--- config.mk ---
export PLATFORM = sky130hd
export DESIGN_NAME = quadrature_decoder
export DESIGN_NICKNAME = d
export VERILOG_FILES = /design/src/rtl/quad_pkg.sv /design/src/rtl/quad_input_filter.sv /design/src/rtl/quadrature_decoder.sv
export SDC_FILE = /design/constraint.sdc
export NUM_CORES = 1
export LEC_CHECK = 0
export CORE_ASPECT_RATIO = 2
export CORE_MARGIN = 2
export CORE_UTILIZATION = 50
export CTS_CLUSTER_SIZE = 16
export DETAILED_ROUTE_END_ITERATION = 10
export PLACE_DENSITY = 0.72
export SYNTH_ARGS = -nofsm -noshare
export SYNTH_HDL_FRONTEND = slang
export SYNTH_SLANG_ARGS = --single-unit
export TNS_END_PERCENT = 10
--- constraint.sdc ---
create_clock -name clk_i -period 5.4 [get_ports clk_i]
set_clock_uncertainty 0.15 [all_clocks]
set_input_delay 1.08 -clock clk_i [delete_from_list [all_inputs] [get_ports clk_i]]
set_output_delay 1.08 -clock clk_i [all_outputs]
set_load 0.01 [all_outputs]
--- src/rtl/quad_pkg.sv ---
// Shared definitions for the quadrature decoder.
// The {A,B} channel pair steps through the Gray sequence 00 -> 10 -> 11 -> 01 -> 00 going forward
// (A leads B). Reverse motion walks the same ring in the opposite order.
package quad_pkg;

  localparam logic       DIR_FWD     = 1'b0;
  localparam logic       DIR_REV     = 1'b1;
  localparam logic [7:0] ERR_CNT_MAX = 8'hFF;

  // Classification of one prev -> curr transition of the filtered {A,B} pair.
  typedef enum logic [1:0] {
    MoveNone,
    MoveFwd,
    MoveRev,
    MoveIllegal
  } move_e;

  // Forward successor of a 2-bit {A,B} state.
  function automatic logic [1:0] fwd_next(input logic [1:0] ab);
    logic [1:0] nxt;
    unique case (ab)
      2'b00:   nxt = 2'b10;
      2'b10:   nxt = 2'b11;
      2'b11:   nxt = 2'b01;
      default: nxt = 2'b00;
    endcase
    return nxt;
  endfunction

  // Reverse successor of a 2-bit {A,B} state.
  function automatic logic [1:0] rev_next(input logic [1:0] ab);
    logic [1:0] nxt;
    unique case (ab)
      2'b00:   nxt = 2'b01;
      2'b01:   nxt = 2'b11;
      2'b11:   nxt = 2'b10;
      default: nxt = 2'b00;
    endcase
    return nxt;
  endfunction

endpackage

--- src/rtl/quad_input_filter.sv ---
// Two-flop synchronizer followed by a persistence filter for one raw encoder channel.
// The filtered output only takes a new level once the synchronized input has differed from it
// for FILTER_LEN consecutive cycles; shorter pulses are discarded.
// Ports:
//   clk_i   system clock
//   rst_ni  asynchronous active-low reset
//   raw_i   raw channel, asynchronous to clk_i
//   filt_o  synchronized, glitch-filtered channel level
module quad_input_filter #(
  parameter int unsigned FILTER_LEN = 4
) (
  input  logic clk_i,
  input  logic rst_ni,
  input  logic raw_i,
  output logic filt_o
);

  localparam int unsigned CntW = (FILTER_LEN > 1) ? $clog2(FILTER_LEN) : 1;
  localparam logic [CntW-1:0] CntMax = CntW'(FILTER_LEN - 1);

  logic            sync1_q, sync2_q;
  logic            filt_q, filt_d;
  logic [CntW-1:0] cnt_q, cnt_d;

  always_ff @(posedge clk_i or negedge rst_ni) begin
    if (!rst_ni) begin
      sync1_q <= 1'b0;
      sync2_q <= 1'b0;
      filt_q  <= 1'b0;
      cnt_q   <= '0;
    end else begin
      sync1_q <= raw_i;
      sync2_q <= sync1_q;
      filt_q  <= filt_d;
      cnt_q   <= cnt_d;
    end
  end

  always_comb begin
    filt_d = filt_q;
    cnt_d  = cnt_q;
    if (sync2_q == filt_q) begin
      cnt_d = '0;
    end else if (cnt_q == CntMax) begin
      // This is the FILTER_LEN-th consecutive cycle at the new level.
      filt_d = sync2_q;
      cnt_d  = '0;
    end else begin
      cnt_d = cnt_q + CntW'(1);
    end
  end

  assign filt_o = filt_q;

endmodule

--- src/rtl/quadrature_decoder.sv ---
// Quadrature decoder: filters raw A/B encoder channels and turns every legal transition into a
// signed position count, direction, one-cycle step strobe and step-period measurement. Double-edge
// transitions are flagged and counted (saturating).
// Ports:
//   clk_i, rst_ni     clock, asynchronous active-low reset
//   enable_i          decode enable; low freezes all counting outputs
//   clr_i             synchronous clear of position, err_cnt and period state
//   a_i, b_i          raw channels (asynchronous)
//   position_o        signed step count, wraps modulo 2^COUNT_WIDTH
//   dir_o             direction of last valid step (0 forward, 1 reverse)
//   step_o, err_o     one-cycle pulses per valid step / illegal transition
//   err_cnt_o         saturating illegal-transition count
//   period_o          clk cycles between the last two valid steps (saturating)
//   period_valid_o    period came from two consecutive same-direction steps
module quadrature_decoder
  import quad_pkg::*;
#(
  parameter int unsigned COUNT_WIDTH  = 32,
  parameter int unsigned FILTER_LEN   = 4,
  parameter int unsigned PERIOD_WIDTH = 24
) (
  input  logic                    clk_i,
  input  logic                    rst_ni,
  input  logic                    enable_i,
  input  logic                    clr_i,
  input  logic                    a_i,
  input  logic                    b_i,
  output logic [COUNT_WIDTH-1:0]  position_o,
  output logic                    dir_o,
  output logic                    step_o,
  output logic                    err_o,
  output logic [7:0]              err_cnt_o,
  output logic [PERIOD_WIDTH-1:0] period_o,
  output logic                    period_valid_o
);

  logic        a_filt, b_filt;
  logic [1:0]  curr_ab, prev_q;
  move_e       move;

  logic [COUNT_WIDTH-1:0]  position_q, position_d;
  logic                    dir_q, dir_d;
  logic                    step_q, step_d;
  logic                    err_q, err_d;
  logic [7:0]              err_cnt_q, err_cnt_d;
  logic [PERIOD_WIDTH-1:0] timer_q, timer_d, timer_inc;
  logic [PERIOD_WIDTH-1:0] period_q, period_d;
  logic                    period_valid_q, period_valid_d;
  // Set once a valid step has been seen since reset/clear; gates period_valid.
  logic                    seen_step_q, seen_step_d;
  logic                    step_dir;

  quad_input_filter #(
    .FILTER_LEN(FILTER_LEN)
  ) u_filt_a (
    .clk_i (clk_i),
    .rst_ni(rst_ni),
    .raw_i (a_i),
    .filt_o(a_filt)
  );

  quad_input_filter #(
    .FILTER_LEN(FILTER_LEN)
  ) u_filt_b (
    .clk_i (clk_i),
    .rst_ni(rst_ni),
    .raw_i (b_i),
    .filt_o(b_filt)
  );

  assign curr_ab = {a_filt, b_filt};

  always_comb begin
    if (curr_ab == prev_q) begin
      move = MoveNone;
    end else if (curr_ab == fwd_next(prev_q)) begin
      move = MoveFwd;
    end else if (curr_ab == rev_next(prev_q)) begin
      move = MoveRev;
    end else begin
      move = MoveIllegal;
    end
  end

  assign timer_inc = (timer_q == '1) ? timer_q : timer_q + PERIOD_WIDTH'(1);
  assign step_dir  = (move == MoveRev) ? DIR_REV : DIR_FWD;

  always_comb begin
    position_d     = position_q;
    dir_d          = dir_q;
    step_d         = 1'b0;
    err_d          = 1'b0;
    err_cnt_d      = err_cnt_q;
    timer_d        = timer_q;
    period_d       = period_q;
    period_valid_d = period_valid_q;
    seen_step_d    = seen_step_q;
    if (clr_i) begin
      // Clear wins over any simultaneous step or error; dir and period are kept.
      position_d     = '0;
      err_cnt_d      = '0;
      timer_d        = '0;
      period_valid_d = 1'b0;
      seen_step_d    = 1'b0;
    end else if (enable_i) begin
      timer_d = timer_inc;
      unique case (move)
        MoveFwd, MoveRev: begin
          step_d         = 1'b1;
          position_d     = (move == MoveFwd) ? position_q + COUNT_WIDTH'(1)
                                             : position_q - COUNT_WIDTH'(1);
          dir_d          = step_dir;
          period_d       = timer_inc;
          timer_d        = '0;
          period_valid_d = seen_step_q && (dir_q == step_dir);
          seen_step_d    = 1'b1;
        end
        MoveIllegal: begin
          err_d = 1'b1;
          if (err_cnt_q != ERR_CNT_MAX) begin
            err_cnt_d = err_cnt_q + 8'd1;
          end
        end
        default: ;
      endcase
    end
  end

  always_ff @(posedge clk_i or negedge rst_ni) begin
    if (!rst_ni) begin
      prev_q         <= 2'b00;
      position_q     <= '0;
      dir_q          <= DIR_FWD;
      step_q         <= 1'b0;
      err_q          <= 1'b0;
      err_cnt_q      <= '0;
      timer_q        <= '0;
      period_q       <= '0;
      period_valid_q <= 1'b0;
      seen_step_q    <= 1'b0;
    end else begin
      // prev follows the filtered pair unconditionally so that disabled periods never
      // produce a burst of catch-up steps.
      prev_q         <= curr_ab;
      position_q     <= position_d;
      dir_q          <= dir_d;
      step_q         <= step_d;
      err_q          <= err_d;
      err_cnt_q      <= err_cnt_d;
      timer_q        <= timer_d;
      period_q       <= period_d;
      period_valid_q <= period_valid_d;
      seen_step_q    <= seen_step_d;
    end
  end

  assign position_o     = position_q;
  assign dir_o          = dir_q;
  assign step_o         = step_q;
  assign err_o          = err_q;
  assign err_cnt_o      = err_cnt_q;
  assign period_o       = period_q;
  assign period_valid_o = period_valid_q;

endmodule

Word level (Yosys, flattened, before mapping)
Cells that the tools add are included.
{ "totals": {"ff_bits": 105, "in_bits": 6, "out_inout_bits": 68, "word_cells": 92} }
{ "op_classes": {"addsub": 6, "eq_ne": 16, "muxes": 37, "bitwise": 3, "reduce_logical": 12} }
{ "ops": {"columns": ["op", "count"], "rows": [
  ["$mux W32", 4],
  ["$mux W24", 4],
  ["$add A32 B1 Y32 const B", 1],
  ["$mux W8", 4],
  ["$sub A32 B1 Y32 const B", 1],
  ["$add A24 B1 Y24 const B", 1],
  ["$eq A24 B24 Y1 const B", 1],
  ["$mux W2", 9],
  ["$mux W1", 14],
  ["$eq A2 B2 Y1 const B", 6],
  ["$pmux W2 S3", 2],
  ["$add A8 B1 Y8 const B", 1],
  ["$ne A8 B8 Y1 const B", 1],
  ["$reduce_bool A2 Y1", 4],
  ["$eq A2 B2 Y1", 3],
  ["$reduce_and A2 Y1", 3],
  ["$reduce_and A3 Y1", 2],
  ["$add A2 B1 Y2 const B", 2],
  ["$eq A2 B1 Y1 const B", 2],
  ["$eq A1 B1 Y1", 3],
  ["$not A1 Y1", 3],
  ["$logic_not A2 Y1", 1],
  ["$reduce_or A2 Y1", 1],
  ["$logic_and A1 B1 Y1", 1]
]} }

Longest topological paths before layout
{ "logic_depth": {"depth_word": 17, "mapped_depth": 16, "mapped_depth_nobuf": 14} }

Cells and area by module
A second synthesis with hierarchy kept.
{ "unflattened": {"hier_cells": 684, "hier_area_um2": 6272.3} }
{ "modules_own_cells": {"columns": ["mod", "n_inst", "cells_per_inst", "area_each_um2", "seq_area_each_um2"], "rows": [
  ["quadrature_decoder", 1, 664, 5924.4, 2377.3],
  ["quad_input_filter", 2, 10, 173.9, 125.1]
]} }

Worst setup path after synthesis
Ideal clock, no wire load.
{ "synth_path": {"path_type": "register to register", "from": "register u_filt_a.filt_q, in the netlist u_filt_a.filt_o", "to": "register position_q[20], in the netlist position_o[20]", "setup_ns": 0.133, "arrival_ns": 3.683, "required_time_ns": 5.117, "setup_slack_ns": 1.433, "path_stages_with_launch": 16, "path_buffers": 1, "period_less_slack_ns": 3.967, "cell_sequence": "dfrtp_1 -> clkbuf_1 -> nand2_1 -> o211ai_1 -> o21a_1 -> inv_1 -> ha_1 -> inv_1 -> ha_1 -> and3_1 -> a211oi_2 -> o31ai_1 -> a221o_2 -> a311oi_2 -> xor2_1 -> o21ai_0"} }
{ "synth_via": {"elab_chain_cells": 9, "elab_cells_between_ends": 15, "cone_classes": "5 x eq/ne; 7 x mux; 3 x reduce/logical"} }
{ "synth_lines": {"columns": ["element", "line_no", "text"], "rows": [
  ["from (decl)", "quad_input_filter.sv:22", "logic filt_q, filt_d;"],
  ["from (signal assigned)", "quad_input_filter.sv:34", "filt_q <= filt_d;"],
  ["$eq A2 B2 Y1", "quadrature_decoder.sv:78", "end else if (curr_ab == rev_next(prev_q)) begin"],
  ["$mux W1", "quadrature_decoder.sv:78", null],
  ["$mux W2", "quadrature_decoder.sv:76", "end else if (curr_ab == fwd_next(prev_q)) begin"],
  ["$mux W2 (*)", "quadrature_decoder.sv:74", "if (curr_ab == prev_q) begin"],
  ["$eq A2 B1 Y1", "quadrature_decoder.sv:107, quadrature_decoder.sv:110", null],
  ["$mux W32", "quadrature_decoder.sv:110", "position_d = (move == MoveFwd) ? position_q + COUNT_WIDTH'(1)"],
  ["$mux W32", "quadrature_decoder.sv:107", "unique case (move)"],
  ["$mux W32", "quadrature_decoder.sv:105", "end else if (enable_i) begin"],
  ["$mux W32", "quadrature_decoder.sv:98", "if (clr_i) begin"],
  ["to (signal assigned)", "quadrature_decoder.sv:145", "position_q <= position_d;"],
  ["to (decl)", "quadrature_decoder.sv:41", "logic [COUNT_WIDTH-1:0] position_q, position_d;"]
]} }
Every way passes the cells marked *; elsewhere a longest branch is shown, timed or not. The select of a mux whose other input is x is not followed.
A chain may end at the register's enable or synchronous reset.

Worst setup path in the final report
{ "layout_path": {"from": "register u_filt_a.filt_q, in the netlist u_filt_a.filt_o", "to": "register position_q[24], in the netlist position_o[24]"} }
Same word-level chain as after synthesis.

==> flow_summary_export.csv <==
group,metric,value,unit
outcome,status,"finished clean",
placed_design,dpl.hpwl,12.5,mm
die,rows,58,
job,drv_cap,0,
placed_design,port_buffers,73,
synth,syn_avg_cell_area,9.10,um2
layout,fillCellCount,1116,
worst_setup_path,path_cells,"nor2_1, a21o_1, o21a_1, inv_1, ha_1, inv_1, ha_1, and3_1, a211oi_2, o31ai_1, a221o_2, a31oi_1, xor2_1, o21ai_0",
layout,drive_gt1_frac,0.0584,
synth,synth.cell_area,6460,um2
cts,cts_sinks,105,
synth,syn_inst,710,
min_path,min_path_type,"register to register",
synth,synth_edf_count,0,
timing,setup_viol,0,
die,die_h,165,um
grt,grt_use_total,0.248,
timing,slew_headroom,0.279,
grt,antenna_found_initial,0,
worst_setup_path,cp_data_required_time,5.47,ns
synth,ys_seq_elements,105,
worst_setup_path,critPathTopFamily,"compound AO/OA/AOI/OAI gates",
cts,cts_tree,"yes",
timing,fmaxAchievable,230,MHz
layout,diodes,0,
synth,synth_top_family_by_area,"compound AO/OA/AOI/OAI gates",
grt,grt_pass1_wl,27.5,mm
timing,period_needed,4.35,ns
cts,post_cts_resized,0,
timing,hold_viol_final,0,
grt,grt_pass1_vias,5606,
drt,drc,0,
worst_setup_path,startpoint_type,"register",
grt,grt_overflow_total,0,
die,dieWidth,84.4,um
synth,ys_types,66,
cts,h-tree-depth,3,
worst_setup_path,crit_type,"register to register",
drt,drt-total-wl,16.8,mm
layout,layout_commonest_cell,"dfrtp_1",
power_and_ir_drop,p_leak,3.26,nW
drt,first_pass_iters,6,
worst_setup_path,critPathMaxStageDelay,0.69,ns
layout,areaGrowthSynthToFinish,17.2,%
drt,drt-initial-drc-count,219,
drt,ant_nets,0,
worst_setup_path,crit_path_end_kind,"register",
grt,grt_max_degree,74,
die,dieArea,13900,um2
timing,slew_viol_final,0,
synth,synth_fa_ha_area_frac,0.0883,
synth,synth-simple-area-share,0.169,
synth,synth-xor-area-share,0.0745,
cts,clockBufferDepth,2,
cts,path_clk_slew,0.08,ns
die,initial_utilization,0.512,
timing,tns,0,ns
placed_design,place.gp.congestion,0.886,
cts,clock_latency,0.36,ns
worst_setup_path,cp.arrival,4.42,ns
layout,final_core_util,0.600,
drt,wire_per_inst,18.3,um
worst_setup_path,critPathSlowestCell,"inv_1",
worst_setup_path,crit_buf_inv,2,
synth,synthFlopType,"dfrtp_1",
timing,tightest_slew,1.08,ns
synth,ys_warn_count,0,
layout,nets,816,
power_and_ir_drop,powerDensity,692,nW/um2
worst_setup_path,worstPathMaxFanout,26,
die,core,12600,um2
drt,vias,5596,
synth,synth_mux_area_frac,0.00968,
timing,finalCritPeriodShare,0.806,
synth,synthArstFlopShare,1.00,
drt,via_per_inst,6.08,
die,io_pins,74,
synth,synth_compound_area_frac,0.226,
layout,final_cell_mix,"dfrtp_1, nand2_1, o21ai_0",
cts,cts_buffers,9,
power_and_ir_drop,vdd.ir_drop.worst,0.398,mV
cts,post_cts_buffers,0,
cts,cts_hold_buf,0,
timing,rsz0062_at_grt,"false",
synth,ys_seq_area_frac,0.407,
worst_setup_path,reg2reg_slack,1.05,ns
synth,syn_nets,761,
cts,cts_root_buf,"clkbuf_16",
==> routing by layer <==
layer	track usage	wire length [um]	up-vias
li1	-	-	2679
met1	0.253	6170	2743
met2	0.483	9390	126
met3	0.0300	455	48
met4	0.130	782	0
met5	0	0	-
==> through the flow <==
step / setup WS [ns] / hold slack [ns] / power (mW) / std cells / cell area (um2)
finish: 1.05 / 0.202 / 5.24 / 920 / 7580
floorplan: 1.43 / 0.181 / 3.58 / 710 / 6460
detailed placement: 1.12 / 0.189 / 4.58 / 904 / 7290
global placement: 1.22 / 0.193 / 4.53 / 904 / 7290
global route: 0.767 / 0.213 / 5.66 / 920 / 7580
CTS: 1.10 / 0.206 / 5.24 / 920 / 7580
==> report_power, final <==
part / switching, mW / total, mW / internal [mW]
combinational: 2.09 / 3.50 / 1.40
sequential: 0.141 / 1.10 / 0.955
clock: 0.325 / 0.648 / 0.322
==> worst register-to-register path, stage by stage, from the launching register on <==
cell	delay, ns
dfrtp_1	0.48
nor2_1	0.17
a21o_1	0.10
o21a_1	0.12
inv_1	0.06
ha_1	0.22
inv_1	0.69
ha_1	0.43
and3_1	0.17
a211oi_2	0.34
o31ai_1	0.18
a221o_2	0.43
a31oi_1	0.39
xor2_1	0.19
o21ai_0	0.08
==> final timing paths <==
kind	endpoint	from	depth (start not counted)
worst max-delay path	position_o[24]	u_filt_a.filt_o	14
worst min-delay path	u_filt_b.sync2_q	u_filt_b.sync1_q	0
worst max register to register	position_o[24]	u_filt_a.filt_o	14
worst min register to register	u_filt_b.sync2_q	u_filt_b.sync1_q	0
max in group asynchronous	timer_q[23]	rst_ni	2
min in group asynchronous	position_o[10]	rst_ni	1
==> kinds of logic (layout without fill, tap and decap cells) <==
group,Yosys count,after routing
buf+inv,42,102
xor+xnor,55,55
simple gates,231,231
mux,6,6
fa+ha+maj,45,45
compound gates,226,226
flops,105,105
==> synthesized netlist by cell type (3+ instances only) <==
master,number,area share
a211o_1,3,0.0041
a211oi_1,4,0.0046
a21o_1,9,0.010
a21oi_1,46,0.036
a22o_1,5,0.0068
a22oi_1,3,0.0035
a31oi_1,13,0.013
a32o_1,3,0.0046
and2_1,4,0.0039
and3_1,7,0.0068
and4_1,7,0.0095
buf_2,4,0.0031
clkbuf_1,26,0.015
dfrtp_1,105,0.41
ha_1,44,0.085
inv_1,8,0.0046
mux2i_1,4,0.0062
nand2_1,104,0.060
nand2b_1,6,0.0058
nand3_1,14,0.011
nand4_1,14,0.014
nor2_1,49,0.028
nor2b_1,4,0.0039
nor3_1,5,0.0039
o211ai_1,3,0.0035
o21a_1,11,0.013
o21ai_0,76,0.059
o21ai_1,3,0.0023
o221a_2,3,0.0052
o31ai_1,18,0.021
or3_1,4,0.0039
xnor2_1,25,0.034
xor2_1,30,0.041
==> cell type report <==
cell class,count,area (um2),share of cell area
Multi-Input combinational cell,563,3670,0.485
Sequential cell,105,2630,0.347
Timing Repair Buffer,78,766,0.101
Clock buffer,9,225,0.0297
Tap cell,150,188,0.0248
Clock inverter,7,65.1,0.00859
Inverter,8,30.0,0.00396
==> registers in the layout, indices dropped and copies added, names as in the netlist <==
signal and count:
dir_o 1, err_cnt_o 8, err_o 1, period_o 24
period_valid_o 1, position_o 32, prev_q 2, seen_step_q 1
step_o 1, timer_q 24, u_filt_a.cnt_q 2, u_filt_a.filt_o 1
u_filt_a.sync1_q 1, u_filt_a.sync2_q 1, u_filt_b.cnt_q 2, u_filt_b.filt_o 1
u_filt_b.sync1_q 1, u_filt_b.sync2_q 1
No activity file was read; power rests on OpenSTA's default activity.
==> patch, RTL diff (same flow settings) <==
The output `step_o` loses its register stage (`step_q` becomes a continuous assignment).
--- a/src/rtl/quadrature_decoder.sv
+++ b/src/rtl/quadrature_decoder.sv
@@ -132,5 +132,4 @@
       position_q     <= '0;
       dir_q          <= DIR_FWD;
-      step_q         <= 1'b0;
       err_q          <= 1'b0;
       err_cnt_q      <= '0;
@@ -145,5 +144,4 @@
       position_q     <= position_d;
       dir_q          <= dir_d;
-      step_q         <= step_d;
       err_q          <= err_d;
       err_cnt_q      <= err_cnt_d;
@@ -154,4 +152,6 @@
     end
   end
+
+  assign step_q = step_d;
 
   assign position_o     = position_q;
Formal check against the unedited RTL: not equivalent (a bounded check fails within 10 cycles, from zero or initial values and one cycle with rst_ni low).
==> patch against the original RTL <==
- cell area fell by 0.13%
- count of clock-buffer cells in the layout rose by 1
- hold slack got worse by 0.80 ps
- maximum frequency rose by 2.1%
- core utilization rose by 0.27 points
- power fell by 0.33%
- area after synthesis fell by 0.39%
- critical endpoint is now position_o[20]
- critical path depth did not move
- sequential cell count fell by 1
- worst setup slack improved by 88 ps
- routed wire length fell by 1.9%
- die area fell by 0.37%
==> patch: results (changes against the original RTL) <==
- Yosys reg bits: 104 (-0.95%)
- Synth top cells by count: dfrtp_1 (104), nand2_1 (104), o21ai_0 (76)
- Initial DRC Count: 218 (-0.46%)
- First-pass GRT wire length: 26,620 µm (-3.1%)
- Routed Wire Length: 16,470 µm (-1.9%)
- Non-clock buffering overhead: 0.1032 (+0.002118)
- # clk buffers: 10 (+1)
- Hold wc startpoint: u_filt_a.sync1_q
- Mux contribution to synthesized area: 0.009718 (+0.00003763)
- Finished Layout Cells: 921 (+0.11%)
- Largest cells by area after synthesis: dfrtp_1 (40%), ha_1 (8.6%), nand2_1 (6.1%)
- Post-synthesis sequential area ratio: 0.4043 (-0.002307)
- Final #Nets: 817 (+0.12%)
- Main synth FF type: dfrtp_1
- Pleak: 3.254 nW (about the same)
- Data arrival time of the critical path: 4320 ps (-100 ps)
- Register area: 2603 µm² (-0.95%)
- Crit-path max FO: 20 (-23%)
- Maximum vdd drop: 414.9 µV (+4.2%)
- Status: finished, final reports clean
- Diodes inserted: 0 (unchanged)
- Crit path max-delay family: compound AO/OA/AOI/OAI gates
- Comb power frac: 0.670 (+0.003)
- Count of buffers from port buffering: 73 (unchanged)
- Crit path largest cell delay: 530 ps (-160 ps)
- Post-synthesis adder-cell area fraction: 0.08863 (+0.0003432)
- Met1 Use GR: 0.2385 (-0.01489)
- FILL cells: 1,113 (-0.27%)
- ClkCell Share: 0.03837 (+0.00005067)
- Area used by multi-input combinational logic: 3675 µm² (unchanged)
- Synthesized net count: 760 (-0.13%)
- RR Startpoint: u_filt_a.filt_o
- Syn Area/Cell: 9.080 µm² (-0.25%)
- CP max stage cell: inv_1
- Postcts setup bufs: 0 (unchanged)
- CTS clock-pin slew for the worst setup and hold paths: 70 ps
- GR Util met2: 0.4722 (-0.01118)
- Largest net degree at the start of global routing: 74 (unchanged)
- DP HPWL: 12,150 µm (-3.0%)
- Synth Area in Compound Gates: 0.2270 (+0.0008791)
- Clock buffer depth: 2 (unchanged)
- Vias per inst: 6.054 (-0.47%)
- Vias in the first global route: 5,648 (+0.75%)
- #MultiIn Comb: 563 (unchanged)
- XOR/XNOR Fraction of Synth Area: 0.07483 (+0.0002898)
- Total global-route track usage: 0.2399 (-0.008479)
- Met3 usage: 0.02849 (-0.001499)
- Dpl cells: 905 (+0.11%)
- P_seq: 1.08 mW
- Largest register FFs: 32 (unchanged)
- Share of cells above drive strength 1: 0.06096 (+0.002518)
- Drt first pass iters: 5 (-1)
- Initial antenna violation count: 0 (unchanged)
- Number of non-clock buffers: 80 (+2.6%)
- CTS root buf: clkbuf_16
- Switching power: 2.539 mW (-0.79%)
- GP Congestion: 0.9671 (+9.2%)
- Worst-Margin Slew: 1059 ps (-19.57 ps)
- FFs w/ async S/R, synth: 1.000 (unchanged)
- Synth Warn #: 0 (unchanged)
-- patch: cell types whose count changed after synthesis, sizes merged --
cell,before,now
dfrtp,105,104
-- patch: per-stage QoR --
step	setup WS, ps	hold slack, ps	util	instance area [µm²]
6_report	1138	201.1	0.6027	7566
5_1_grt	920.3	214.1	0.6027	7566
4_1_cts	1175	202.2	0.6027	7566
3_5_place_dp	1224	184.7	0.5795	7276
3_3_place_gp	1330	186.8	0.5795	7276
2_1_floorplan	1433	181.2	-	6437
-- patch: final timing paths --
check                                    end  slack (ps)  depth (start not counted)
setup / recovery              position_o[20]        1140                         14
hold / removal              u_filt_a.sync2_q         200                          0
setup reg to reg              position_o[20]        1140                         14
hold reg to reg             u_filt_a.sync2_q         200                          0
max in group asynchronous  u_filt_b.cnt_q[1]        3350                          2
min in group asynchronous      position_o[9]         650                          1
-- patch: routing by layer --
layer,wire length [µm],share of wire
met3,410,0.025
met5,0,0
met2,9274,0.56
met4,726,0.044
met1,6060,0.37
